<file path="src/rtl/mem_port_arbiter.sv">
`default_nettype none
// +----------------------------------------------------------------------------+
// | mem_port_arbiter                                                           |
// | Arbitrates I-fetch and D-load/store requests onto one shared memory port.  |
// | Revision: 1.0                                                              |
// +----------------------------------------------------------------------------+
module mem_port_arbiter #(
  parameter int DATA_WIDTH   = 32,
  parameter int ADDR_WIDTH   = 32,
  parameter int TIMEOUT      = 16,
  parameter int STARVE_LIMIT = 4
) (
  input  logic                  clk,
  input  logic                  rst,
  input  logic                  i_req,
  input  logic [ADDR_WIDTH-1:0] i_addr,
  output logic [DATA_WIDTH-1:0] i_rdata,
  output logic                  i_ack,
  input  logic                  d_req,
  input  logic                  d_we,
  input  logic [ADDR_WIDTH-1:0] d_addr,
  input  logic [DATA_WIDTH-1:0] d_wdata,
  output logic [DATA_WIDTH-1:0] d_rdata,
  output logic                  d_ack,
  output logic                  mem_req,
  output logic                  mem_we,
  output logic [ADDR_WIDTH-1:0] mem_addr,
  output logic [DATA_WIDTH-1:0] mem_wdata,
  input  logic [DATA_WIDTH-1:0] mem_rdata,
  input  logic                  mem_ack,
  output logic                  bus_err
);

  localparam int TCW = $clog2(TIMEOUT);
  localparam int SCW = $clog2(STARVE_LIMIT + 1);
  localparam logic [TCW-1:0] TO_LAST    = TCW'(TIMEOUT - 1);
  localparam logic [SCW-1:0] STARVE_MAX = SCW'(STARVE_LIMIT);

  typedef enum logic [1:0] {
    IDLE = 2'd0,
    BUSY = 2'd1,
    RESP = 2'd2
  } state_t;

  state_t         state;
  state_t         state_next;
  logic           owner_d;
  logic [TCW-1:0] tcnt;
  logic [SCW-1:0] scnt;

  logic grant_i;
  logic grant_d;
  logic done_ok;
  logic done_abort;

  always_ff @(posedge clk) begin
    if (rst) state <= IDLE;
    else     state <= state_next;
  end

  // D-side normally wins a tie; the fetch side is forced once it has lost STARVE_LIMIT times.
  always_comb begin
    state_next = state;
    grant_i    = 1'b0;
    grant_d    = 1'b0;
    done_ok    = 1'b0;
    done_abort = 1'b0;
    case (state)
      IDLE: begin
        if (d_req && !(i_req && (scnt == STARVE_MAX))) grant_d = 1'b1;
        else if (i_req)                                grant_i = 1'b1;
        if (grant_d || grant_i) state_next = BUSY;
      end
      BUSY: begin
        if (mem_ack) begin
          done_ok    = 1'b1;
          state_next = RESP;
        end else if (tcnt == TO_LAST) begin
          done_abort = 1'b1;
          state_next = RESP;
        end
      end
      RESP:    state_next = IDLE;
      default: state_next = IDLE;
    endcase
  end

  always_ff @(posedge clk) begin
    if (rst) begin
      owner_d   <= 1'b0;
      tcnt      <= '0;
      scnt      <= '0;
      mem_req   <= 1'b0;
      mem_we    <= 1'b0;
      mem_addr  <= '0;
      mem_wdata <= '0;
      i_ack     <= 1'b0;
      d_ack     <= 1'b0;
      i_rdata   <= '0;
      d_rdata   <= '0;
      bus_err   <= 1'b0;
    end else begin
      i_ack <= 1'b0;
      d_ack <= 1'b0;
      if (grant_d || grant_i) begin
        owner_d   <= grant_d;
        mem_req   <= 1'b1;
        mem_we    <= grant_d & d_we;
        mem_addr  <= grant_d ? d_addr  : i_addr;
        mem_wdata <= grant_d ? d_wdata : '0;
        tcnt      <= '0;
        if (grant_i)                            scnt <= '0;
        else if (i_req && (scnt != STARVE_MAX)) scnt <= scnt + SCW'(1);
      end
      if (done_ok || done_abort) begin
        mem_req <= 1'b0;
        if (owner_d) begin
          d_ack   <= 1'b1;
          d_rdata <= done_ok ? mem_rdata : '0;
        end else begin
          i_ack   <= 1'b1;
          i_rdata <= done_ok ? mem_rdata : '0;
        end
        if (done_abort) bus_err <= 1'b1;
      end else if (state == BUSY) begin
        tcnt <= tcnt + TCW'(1);
      end
    end
  end

endmodule
`default_nettype wire

</file>
<file path="config.mk">
export PLATFORM = sky130hd
export DESIGN_NAME = mem_port_arbiter
export DESIGN_NICKNAME = d
export VERILOG_FILES = /design/src/rtl/mem_port_arbiter.sv
export SDC_FILE = /design/constraint.sdc
export NUM_CORES = 1
export LEC_CHECK = 0
export CAP_MARGIN = 20
export CORE_MARGIN = 2
export CORE_UTILIZATION = 30
export DETAILED_ROUTE_END_ITERATION = 16
export GPL_TIMING_DRIVEN = 0
export PLACE_DENSITY = 0.6
export SYNTH_ARGS = -nofsm -noshare
export SYNTH_HDL_FRONTEND = slang
export SYNTH_SLANG_ARGS = --single-unit
</file>
<file path="constraint.sdc">
create_clock -name clk -period 2.65 [get_ports clk]
set_input_delay 0.265 -clock clk [delete_from_list [all_inputs] [get_ports clk]]
set_output_delay 0.265 -clock clk [all_outputs]
set_load 0.05 [all_outputs]
</file>
==> impl_metrics.yaml <==
clock_tree:
  cts_buffer_depth: 2
  cts_buffers: 17
  cts_setup_buffers: 0
  clk_latency_ns: 0.41
  cts_sinks: 143
  clock-root-buffer: "clkbuf_16"
  ctsHoldBuffers: 0
  tritoncts: "yes"
  cts-htree-levels: 4
  post_cts_resized: 0
  path_clk_slew_ns: 0.06
flow_run:
  drv_cap: 0
power:
  ir_drop_mv: 0.422
  p_leak_uw: 0.00320
  powerDensity_nw_per_um2: 692
sta:
  max_freq_mhz: 540
  rsz0062_at_grt: "false"
  tightest_slew_ns: 0.552
  fin_skew_ns: 0.00905
  fin_crit_ns: 1.85
  setup_violations: 0
  finalSetupTns_ns: 0
  slew_headroom_pct: 63.1
  fin_crit_sh_pct: 69.9
  setup_ws_ns: 0.797
  hold_viol: 0
  drv_slew: 0
global_route:
  antenna_found_initial: 0
  grt_pass1_vias: 5195
  gr-usage-all-layers_pct: 18.4
  met1_usage_pct: 22.2
  met2_usage_pct: 31.0
  met3_usage_pct: 4.94
  grt_max_degree: 17
  grt_overflow: 0
  grt_busiest_layer: "met2"
  grt_pass1_wl_um: 26500
routing:
  ant_nets: 0
  wirelength_um: 17400
  drt-wirelength-per-cell_um: 16.2
  via_per_inst: 4.94
  vias: 5285
  drtIter0Drc: 223
  drc: 0
  drt_pass1_iterations: 4
yosys:
  synth_top_area_share_pct: 55.2
  ys_types: 41
  synth_fp_nets: 684
  synth.area.top_cells: "dfxtp_1 (55%), nor3_1 (6.4%), a32o_1 (6.2%), nor2_1 (5.3%), o2bb2ai_1 (5.2%)"
  synth_area_leader_cell: "dfxtp_1"
  yosys-top-cells-count: "dfxtp_1 (143), nor2_1 (73), nor3_1 (66), nand2_1 (37), a22oi_1 (34)"
  synth_cells: 547
  synth.most_common_cell: "dfxtp_1"
  synth_warnings: 0
  yosysSeqAreaShare_pct: 55.2
  ys_ff_latch: 143
  avgSynthCellArea_um2: 9.49
  synth-edff-count: 0
  synth-async-reset-ratio_pct: 0
  synthFlopType: "dfxtp_1"
  post_synth_instance_area_um2: 5190
setup_path:
  worstSetupEndpointType: "output port"
  crit_path_max_fanout: 2
  cpPeakStageDelay_ns: 0.83
  reg2reg_slack_ns: 0.87
  critical_path.top_delay_family: "buffers and inverters"
  crit_buf_inv: 1
  path_class: "reg -> out"
  cp-start-kind: "flop"
  required_ns: 2.38
  r2r_end: "i_rdata[8]"
  cp_slowest_cell: "clkdlybuf4s50_1"
  arrival_ns: 1.59
  critPathLaunch: "mem_addr[10]"
  worstPathCellList: "clkdlybuf4s50_1"
  reg2reg_from: "tcnt[0]"
  reg2reg_depth: 6
floorplanning:
  io_pins: 267
  rows: 48
  die_h_um: 136
  die_w_um: 136
  dieArea_um2: 18400
  core-area_um2: 17100
  start_util_pct: 30.3
layout:
  area_growth_pct: 67.3
  fin_nets: 969
  drive_gt1_share_pct: 7.34
  diodes: 0
outcome:
  outcome: "finished clean"
placement:
  post-place-ws_ns: 0.459
  place.detailed.hpwl_um: 13100
  gp_congestion: 0.813
  io_buffers: 266
worst_hold_path:
  hold_path_class: "in -> reg"
  holdPathEnd: "mem_addr[9]"
  worstHoldStart: "d_addr[9]"
  min_path_cells: 3
[worst reg2reg max path: cells and delay by family (launching register included)]
| kind | cells | cell delay [ns] |
|---|---|---|
| AND/OR/NAND/NOR | 2 | 0.42 |
| AO/OA/AOI/OAI | 2 | 0.39 |
| flip-flops | 1 | 0.34 |
| buffers and inverters | 1 | 0.31 |
| adder cells (fa/ha/maj) | 1 | 0.27 |
[cells by family (layout without fill, tap and decap cells)]
kind of cell | count (synthesis) | in the layout | synth area share (%)
and+or+nand+nor | 202 | 202 | 17.5
DFF | 143 | 143 | 55.2
adders and majority gates | 3 | 3 | 0.723
buffers and inverters | 51 | 349 | 4.65
AOI/OAI and AO/OA | 146 | 146 | 21.6
xor gates and xnor gates | 1 | 1 | 0.169
muxes | 1 | 1 | 0.193
[through the flow]
stage	hold WS, ns	instances	power, uW	util [%]	cell area [um^2]
2_1_floorplan	0.411	547	3220	-	5190
3_3_place_gp	0.436	1038	3810	47.5	8130
4_1_cts	0.427	1070	6070	50.7	8680
3_5_place_dp	0.441	1038	3820	47.5	8130
6_report	0.447	1070	6010	50.7	8680
5_1_grt	0.444	1070	6260	50.7	8680
[sequential cells by signal, indices dropped and copies added (netlist names)]
| register | count |
|---|---|
| d_rdata | 32 |
| i_rdata | 32 |
| mem_addr | 32 |
| mem_wdata | 32 |
| tcnt | 4 |
| scnt | 3 |
| state | 2 |
| bus_err | 1 |
| d_ack | 1 |
| i_ack | 1 |
| mem_req | 1 |
| mem_we | 1 |
| owner_d | 1 |
[power breakdown]
part           total (uW)  switching [uW]  internal, uW
Combinational        1410             867           543
Clock                2230             938          1290
Sequential           2360            74.7          2290
Total                6010            1880          4130
[cell usage in the layout (no fill, tap or decap), types with 2 or more instances in the layout]
cell	count
clkdlybuf4s50_1	266
dfxtp_1	143
nor2_1	73
nor3_1	66
nand2_1	37
a22oi_1	34
a32o_1	32
o2bb2ai_1	31
buf_2	22
o21ai_0	21
clkbuf_1	18
clkbuf_16	17
o21ai_1	13
nand3_1	7
a21oi_1	7
clkinv_2	5
buf_1	4
buf_4	4
inv_1	3
nand2b_1	3
and2_1	3
ha_1	3
clkinv_4	3
or2_1	2
and3_1	2
nand4_1	2
clkinvlp_4	2
[final cells by class]
type / instances / area, um^2
inverter: 4 / 15.0
fill: 1602 / 8430
tap: 225 / 282
multi-input combinational: 353 / 2090
clock inverter: 13 / 116
timing repair buffer: 266 / 2660
sequential: 143 / 2860
clock buffer: 19 / 433
buffer: 47 / 226
[how the worst max path moves through the flow]
stage / to / slack, ns / depth (start not counted)
2_1_floorplan: mem_wdata[10] / 1.19 / 8
3_3_place_gp: mem_addr[1] / 0.53 / 6
3_5_place_dp: mem_addr[0] / 0.46 / 6
4_1_cts: d_rdata[10] / 0.77 / 1
5_1_grt: mem_addr[17] / 0.64 / 7
6_report: mem_addr[10] / 0.80 / 1
[metal layers]
metal,routed length [um],part of all wire (%)
met1,7300,42
met2,8490,49
met3,1220,7.0
met4,373,2.1
met5,0,0
No activity file was read; power rests on OpenSTA's default activity.
